===== src/rtl/shift_sequencer_if.sv =====
// ============================================================================
// Module   : shift_sequencer_if
// Brief    : Request/result bundle between register read and the shift sequencer.
// Revision : 1.0 - initial release
// ============================================================================
`default_nettype none

interface shift_sequencer_if;
    logic        flush;
    logic        op_valid;
    logic        op_ready;
    logic [1:0]  shift_type;
    logic [7:0]  shift_amt;
    logic [31:0] rm_data;
    logic        carry_in;
    logic        result_valid;
    logic        result_ready;
    logic [31:0] result;
    logic        carry_out;
    logic        busy;

    modport master (
        output flush, op_valid, shift_type, shift_amt, rm_data, carry_in, result_ready,
        input  op_ready, result_valid, result, carry_out, busy
    );

    modport slave (
        input  flush, op_valid, shift_type, shift_amt, rm_data, carry_in, result_ready,
        output op_ready, result_valid, result, carry_out, busy
    );
endinterface

`default_nettype wire


===== src/rtl/shift_sequencer.sv =====
// ============================================================================
// Module   : shift_sequencer
// Brief    : Multi-cycle ARM register-specified shifter, STEP bits per cycle.
//            Optional macro SHIFT_SEQ_FASTPATH_EN: single-cycle path for 0<n<=STEP.
// Revision : 1.0 - initial release
// ============================================================================
`default_nettype none

module shift_sequencer #(
    parameter int STEP = 8
) (
    input  wire logic           clk,
    input  wire logic           reset,
    shift_sequencer_if.slave    bus
);

    localparam logic [1:0] c_IDLE  = 2'd0;
    localparam logic [1:0] c_SHIFT = 2'd1;
    localparam logic [1:0] c_DONE  = 2'd2;

    localparam logic [1:0] c_LSL = 2'b00;
    localparam logic [1:0] c_LSR = 2'b01;
    localparam logic [1:0] c_ASR = 2'b10;

    localparam logic [5:0] c_STEP = 6'(STEP);

    logic [1:0]  r_state;
    logic [1:0]  r_type;
    logic [31:0] r_val;
    logic        r_carry;
    logic [5:0]  r_rem;

    logic [5:0]  w_n;
    logic        w_ror32;
    logic        w_fast;
    logic [5:0]  w_k;
    logic        w_accept;

    // Shift by k (1..32) in one go; bit 32 of the return value is the carry-out.
    function automatic logic [32:0] f_shift(input logic [1:0] typ,
                                            input logic [31:0] val,
                                            input logic [5:0] k);
        logic [63:0] w;
        logic [32:0] r;
        w = '0;
        case (typ)
            c_LSL: begin
                w = {32'b0, val} << k;
                r = {w[32], w[31:0]};
            end
            c_LSR: begin
                w = {val, 32'b0} >> k;
                r = {w[31], w[63:32]};
            end
            c_ASR: begin
                w = $unsigned($signed({val, 32'b0}) >>> k);
                r = {w[31], w[63:32]};
            end
            default: begin
                w = {val, val} >> k;
                r = {w[31], w[31:0]};
            end
        endcase
        return r;
    endfunction

    always_comb begin
        w_n     = 6'd0;
        w_ror32 = 1'b0;
        case (bus.shift_type)
            c_LSL, c_LSR: w_n = (bus.shift_amt > 8'd33) ? 6'd33 : bus.shift_amt[5:0];
            c_ASR:        w_n = (bus.shift_amt > 8'd32) ? 6'd32 : bus.shift_amt[5:0];
            default: begin
                w_n     = {1'b0, bus.shift_amt[4:0]};
                w_ror32 = (bus.shift_amt != 8'd0) && (bus.shift_amt[4:0] == 5'd0);
            end
        endcase
    end

`ifdef SHIFT_SEQ_FASTPATH_EN
    assign w_fast = (w_n <= c_STEP);
`else
    assign w_fast = 1'b0;
`endif

    assign w_k      = (r_rem > c_STEP) ? c_STEP : r_rem;
    assign w_accept = bus.op_valid & bus.op_ready;

    always_ff @(posedge clk) begin
        if (reset) begin
            r_state <= c_IDLE;
            r_type  <= 2'b00;
            r_val   <= 32'd0;
            r_carry <= 1'b0;
            r_rem   <= 6'd0;
        end else if (bus.flush) begin
            r_state <= c_IDLE;
        end else begin
            case (r_state)
                c_IDLE: begin
                    if (w_accept) begin
                        r_type <= bus.shift_type;
                        if (w_n == 6'd0) begin
                            // ROR by a non-zero multiple of 32 leaves the value but reports bit 31.
                            r_val   <= bus.rm_data;
                            r_carry <= w_ror32 ? bus.rm_data[31] : bus.carry_in;
                            r_rem   <= 6'd0;
                            r_state <= c_DONE;
                        end else if (w_fast) begin
                            {r_carry, r_val} <= f_shift(bus.shift_type, bus.rm_data, w_n);
                            r_rem   <= 6'd0;
                            r_state <= c_DONE;
                        end else begin
                            r_val   <= bus.rm_data;
                            r_carry <= bus.carry_in;
                            r_rem   <= w_n;
                            r_state <= c_SHIFT;
                        end
                    end
                end
                c_SHIFT: begin
                    {r_carry, r_val} <= f_shift(r_type, r_val, w_k);
                    r_rem <= r_rem - w_k;
                    if (r_rem == w_k) begin
                        r_state <= c_DONE;
                    end
                end
                c_DONE: begin
                    if (bus.result_ready) begin
                        r_state <= c_IDLE;
                    end
                end
                default: r_state <= c_IDLE;
            endcase
        end
    end

    assign bus.op_ready     = (r_state == c_IDLE) & ~bus.flush & ~reset;
    assign bus.result_valid = (r_state == c_DONE);
    assign bus.result       = r_val;
    assign bus.carry_out    = r_carry;
    assign bus.busy         = (r_state != c_IDLE);

endmodule

`default_nettype wire


===== src/flat_wrapper.sv =====
// flat-port wrapper written by rule: the top's interface ports become plain ports
module shift_sequencer_flat 
#(
    parameter int STEP = 8
)
  (clk, reset, bus_flush, bus_op_valid, bus_shift_type, bus_shift_amt, bus_rm_data, bus_carry_in, bus_result_ready, bus_op_ready, bus_result_valid, bus_result, bus_carry_out, bus_busy);
  shift_sequencer_if bus_i ();
  input  wire logic clk;
  input  wire logic reset;
  input wire logic [$bits(bus_i.flush)-1:0] bus_flush;
  input wire logic [$bits(bus_i.op_valid)-1:0] bus_op_valid;
  input wire logic [$bits(bus_i.shift_type)-1:0] bus_shift_type;
  input wire logic [$bits(bus_i.shift_amt)-1:0] bus_shift_amt;
  input wire logic [$bits(bus_i.rm_data)-1:0] bus_rm_data;
  input wire logic [$bits(bus_i.carry_in)-1:0] bus_carry_in;
  input wire logic [$bits(bus_i.result_ready)-1:0] bus_result_ready;
  output wire logic [$bits(bus_i.op_ready)-1:0] bus_op_ready;
  output wire logic [$bits(bus_i.result_valid)-1:0] bus_result_valid;
  output wire logic [$bits(bus_i.result)-1:0] bus_result;
  output wire logic [$bits(bus_i.carry_out)-1:0] bus_carry_out;
  output wire logic [$bits(bus_i.busy)-1:0] bus_busy;
  assign bus_i.flush = bus_flush;
  assign bus_i.op_valid = bus_op_valid;
  assign bus_i.shift_type = bus_shift_type;
  assign bus_i.shift_amt = bus_shift_amt;
  assign bus_i.rm_data = bus_rm_data;
  assign bus_i.carry_in = bus_carry_in;
  assign bus_i.result_ready = bus_result_ready;
  assign bus_op_ready = bus_i.op_ready;
  assign bus_result_valid = bus_i.result_valid;
  assign bus_result = bus_i.result;
  assign bus_carry_out = bus_i.carry_out;
  assign bus_busy = bus_i.busy;
  shift_sequencer #(.STEP(STEP)) u_core (.clk(clk), .reset(reset), .bus(bus_i));
endmodule

===== config.mk =====
export PLATFORM = sky130hd
export DESIGN_NAME = shift_sequencer_flat
export DESIGN_NICKNAME = d
export VERILOG_FILES = /design/src/rtl/shift_sequencer_if.sv /design/src/rtl/shift_sequencer.sv /design/src/flat_wrapper.sv
export SDC_FILE = /design/constraint.sdc
export NUM_CORES = 1
export LEC_CHECK = 0
export BUFFER_PORTS_ARGS = -buffer_cell sky130_fd_sc_hd__buf_2
export CORE_MARGIN = 2
export CORE_UTILIZATION = 40
export CTS_CLUSTER_DIAMETER = 100
export DETAILED_ROUTE_END_ITERATION = 16
export GPL_TIMING_DRIVEN = 0
export PLACE_DENSITY = 0.72
export SYNTH_ARGS = -nofsm -noshare
export SYNTH_HDL_FRONTEND = slang
export SYNTH_SLANG_ARGS = --single-unit
export TNS_END_PERCENT = 100

===== constraint.sdc =====
create_clock -name clk -period 2.9 [get_ports clk]
set_clock_uncertainty 0.2 [all_clocks]
set_input_delay 0 -clock clk [delete_from_list [all_inputs] [get_ports clk]]
set_output_delay 0 -clock clk [all_outputs]
set_load 0.01 [all_outputs]

==> results.md <==
- Peak supply drop: 228 uV
- DR pass1 iterations: 9
- Synthesized instance count: 769
- Worst Path Arrival: 3.03 ns
- Final Hold Viols: 0
- Post-layout instance area: 7670 um2
- Placed cell area: 6230 um2
- CP endpoint kind: flip-flop
- Clk slew on worst S/H paths: 0.08 ns
- Fin Setup TNS: -0.540 ns
- Clock tree buffer depth: 2
- Clock Sinks: 43
- Distinct cell type count after synthesis: 69
- Async set-reset flop share out of synthesis: 0%
- Mapped Avg Cell Area: 7.28 um2
- Multi-input logic area: 4930 um2
- Outcome: complete, but fails checks
- Failing checks: negative setup slack
- Clock Tree Root: clkbuf_16
- Comb pwr share: 45.7%
- Vias/cell: 7.45
- Worst-margin pin slew: 1.02 ns
- Post-Place Worst Slack: -1.08 ns
- Register area share after synthesis: 15.4%
- HP Class: in -> reg
- DRC: 0
- Fin cells: 1094
- Final #Nets: 962
- GRT overflow: 0
- Power per cell area: 348 nW/um2
- Worst path required time: 2.90 ns
- CP Max Fanout: 10
- GRT Util Overall: 47.4%
- DP Cell Count: 1031
- R2r setup slk: -0.13 ns
- Final HPWL DP: 24900 um
- First-pass GRT wire length: 50600 um
- Die height: 122 um
- EDFF count, synth: 0
- Clock share of power: 27.8%
- Die W: 122 um
- Final min period: 3.03 ns
- Largest net degree at the start of global routing: 16
- Initial antenna violation count: 0
- Via count of the routed design: 8148
- CTS H-tree lvls: 2
- Net Count, Synth: 818
- Number of synthesis warnings: 0
- Switching Share: 45.0%
- Ports: 84
- Initial Util: 40.6%
- Number of CTS-inserted buffers: 5
- Pwr Total: 2.67 mW
- Worst slew margin: 32.1%
- Routability cong.: 1.07
- Area added between synthesis and finish: 37.1%
- Startpoint Class: flip-flop
- Port bufs: 82
- Commonest register cell after synthesis: dfxtp_1
- Synth Register Bits: 43
- Final ANT Viol Nets: 0
- RSZ-0062 raised after global routing: true
- Register area: 865 um2
- Pleak: 2.88 nW
- Vias in the first global route: 7564
- Die Area: 15000 um2
- Achievable frequency: 330 MHz
- Tcrit/Tclk final: 105%
- FP Rows: 43
- Sequential share of power: 26.5%
- Number of max-cap violations: 0
- Worst Slack Setup Final: -0.131 ns
- Antenna diodes: 0
- Share of layout cells above drive strength 1: 27.4%
- First DRT Iteration DRCs: 1597
- Routed wire length per instance: 33.1 um
- Psw: 1.20 mW
- Fillers: 1359
- Max-slew violations: 0
- Clock insertion delay at the later pin of the skew report: 0.32 ns
- Core Area: 13800 um2
- Final setup fails: 13
- Routed WL: 36200 um
- Syn Std Cell Area: 5600 um2
- Crit Path Class: reg -> reg
- Power Internal: 1.47 mW
- CTS tree: built
## sequential cells by signal (all words and copies together) (netlist names)
signal and flops:
u_core.bus.result 32, u_core.r_rem 6, u_core.r_state 2, u_core.r_type 2
u_core.bus.carry_out 1
## placed cells by master, fill, tap and decap left out, types with 10 or more instances in the layout
cell            n
nand2_1        83
buf_2          83
mux2i_1        71
nor2_1         59
o21ai_0        45
a21oi_1        42
dlygate4sd3_1  40
dfxtp_1        40
clkbuf_1       29
nor3_1         28
buf_4          24
mux2i_4        22
nand3_1        21
mux2i_2        20
o22ai_1        14
o211ai_1       14
a22oi_1        14
clkbuf_2       13
a211o_1        10
a211oi_1       10
## power groups by stage
| stage | registers [mW] | logic (mW) | clock network (mW) |
|---|---|---|---|
| final | 0.709 | 1.22 | 0.745 |
| after global routing | 0.708 | 1.23 | 0.747 |
| after CTS | 0.689 | 1.03 | 0.731 |
| after detailed placement | 0.698 | 0.934 | 0 |
| after global placement | 0.698 | 0.949 | 0 |
| after floorplan | 0.686 | 0.542 | 0 |
## layout make-up
class	count	area share (%)
multi-input combinational	641	64.3
clock inverter	3	0.620
timing repair buffer	140	12.5
sequential	43	11.3
inverter	4	0.196
clock buffer	5	1.63
tap	180	2.93
buffer	78	6.57
## Yosys cell counts (5+ instances only)
cell | instances | area, um2
a211o_1 | 10 | 87.6
a211oi_1 | 13 | 97.6
a21oi_1 | 44 | 220
a221o_1 | 8 | 80.1
a221oi_1 | 10 | 87.6
a22o_1 | 5 | 43.8
a22oi_1 | 15 | 113
a311oi_1 | 5 | 43.8
a31oi_1 | 10 | 62.6
and2_1 | 5 | 31.3
buf_1 | 12 | 45.0
buf_2 | 12 | 60.1
buf_6 | 5 | 56.3
clkbuf_1 | 50 | 188
dfxtp_1 | 43 | 861
mux2_2 | 6 | 67.6
mux2i_1 | 113 | 1130
mux4_2 | 6 | 135
nand2_1 | 88 | 330
nand2b_1 | 8 | 50.1
nand3_1 | 21 | 105
nor2_1 | 61 | 229
nor2b_1 | 9 | 56.3
nor3_1 | 30 | 150
nor4_1 | 9 | 56.3
o211ai_1 | 14 | 105
o21ai_0 | 48 | 240
o221ai_1 | 5 | 43.8
o22ai_1 | 18 | 113
o31ai_1 | 7 | 52.6
or3_1 | 9 | 56.3
or4_1 | 6 | 45.0
## routing by layer
metal,GRT usage (%),vias to the layer above,wire (um)
met5,0,-,0
met2,66.6,890,14100
met1,59.3,3736,12700
met3,18.0,272,5750
met4,32.8,0,3680
li1,-,3250,-
## logic make-up (layout without fill, tap and decap cells)
kind of cell             Yosys count  count (layout)  synth area share (%)
buffers and inverters             85             230                  6.78
flip-flops                        43              43                  15.4
AO/OA/AOI/OAI                    247             247                  30.2
multiplexers                     126             126                  24.0
other                              1               1                0.0670
AND/OR/NAND/NOR                  266             266                  23.3
adder cells (fa/ha/maj)            1               1                 0.224
## path summary, 6_finish.rpt
path                                 to  cells past startpoint            startpoint
setup / recovery   u_core.bus.result[0]                      5       u_core.r_rem[2]
hold / removal    u_core.bus.result[25]                      4       bus_rm_data[25]
setup reg to reg   u_core.bus.result[0]                      5       u_core.r_rem[2]
hold reg to reg    u_core.bus.carry_out                      2  u_core.bus.carry_out
## metrics by stage
stage          utilization [%]  hold slack, ns
3_5_place_dp              45.2          0.0562
2_1_floorplan                -          -0.137
4_1_cts                   51.5          0.0174
3_3_place_gp              45.2          0.0586
6_report                  55.7          0.0141
5_1_grt                   55.7          0.0721
## what timing repair did
| item | 4_1_cts | 5_1_grt |
|---|---|---|
| setup endpoints to repair | 35 | 34 |
| buffers inserted | 9 | 9 |
| pin swaps | 3 | 18 |
| endpoints found under the hold margin | 37 | 0 |
| hold buffers | 40 | 0 |
| gates resized for setup | 70 | 119 |
## worst max-delay path, cell delays in order (launching register included)
cell and delay [ns]:
dfxtp_2 0.53, clkdlybuf4s15_1 0.81, clkdlybuf4s15_2 0.66, mux2i_1 0.29, nand2_1 0.09, a221o_1 0.32
No activity file was read; power rests on OpenSTA's default activity.
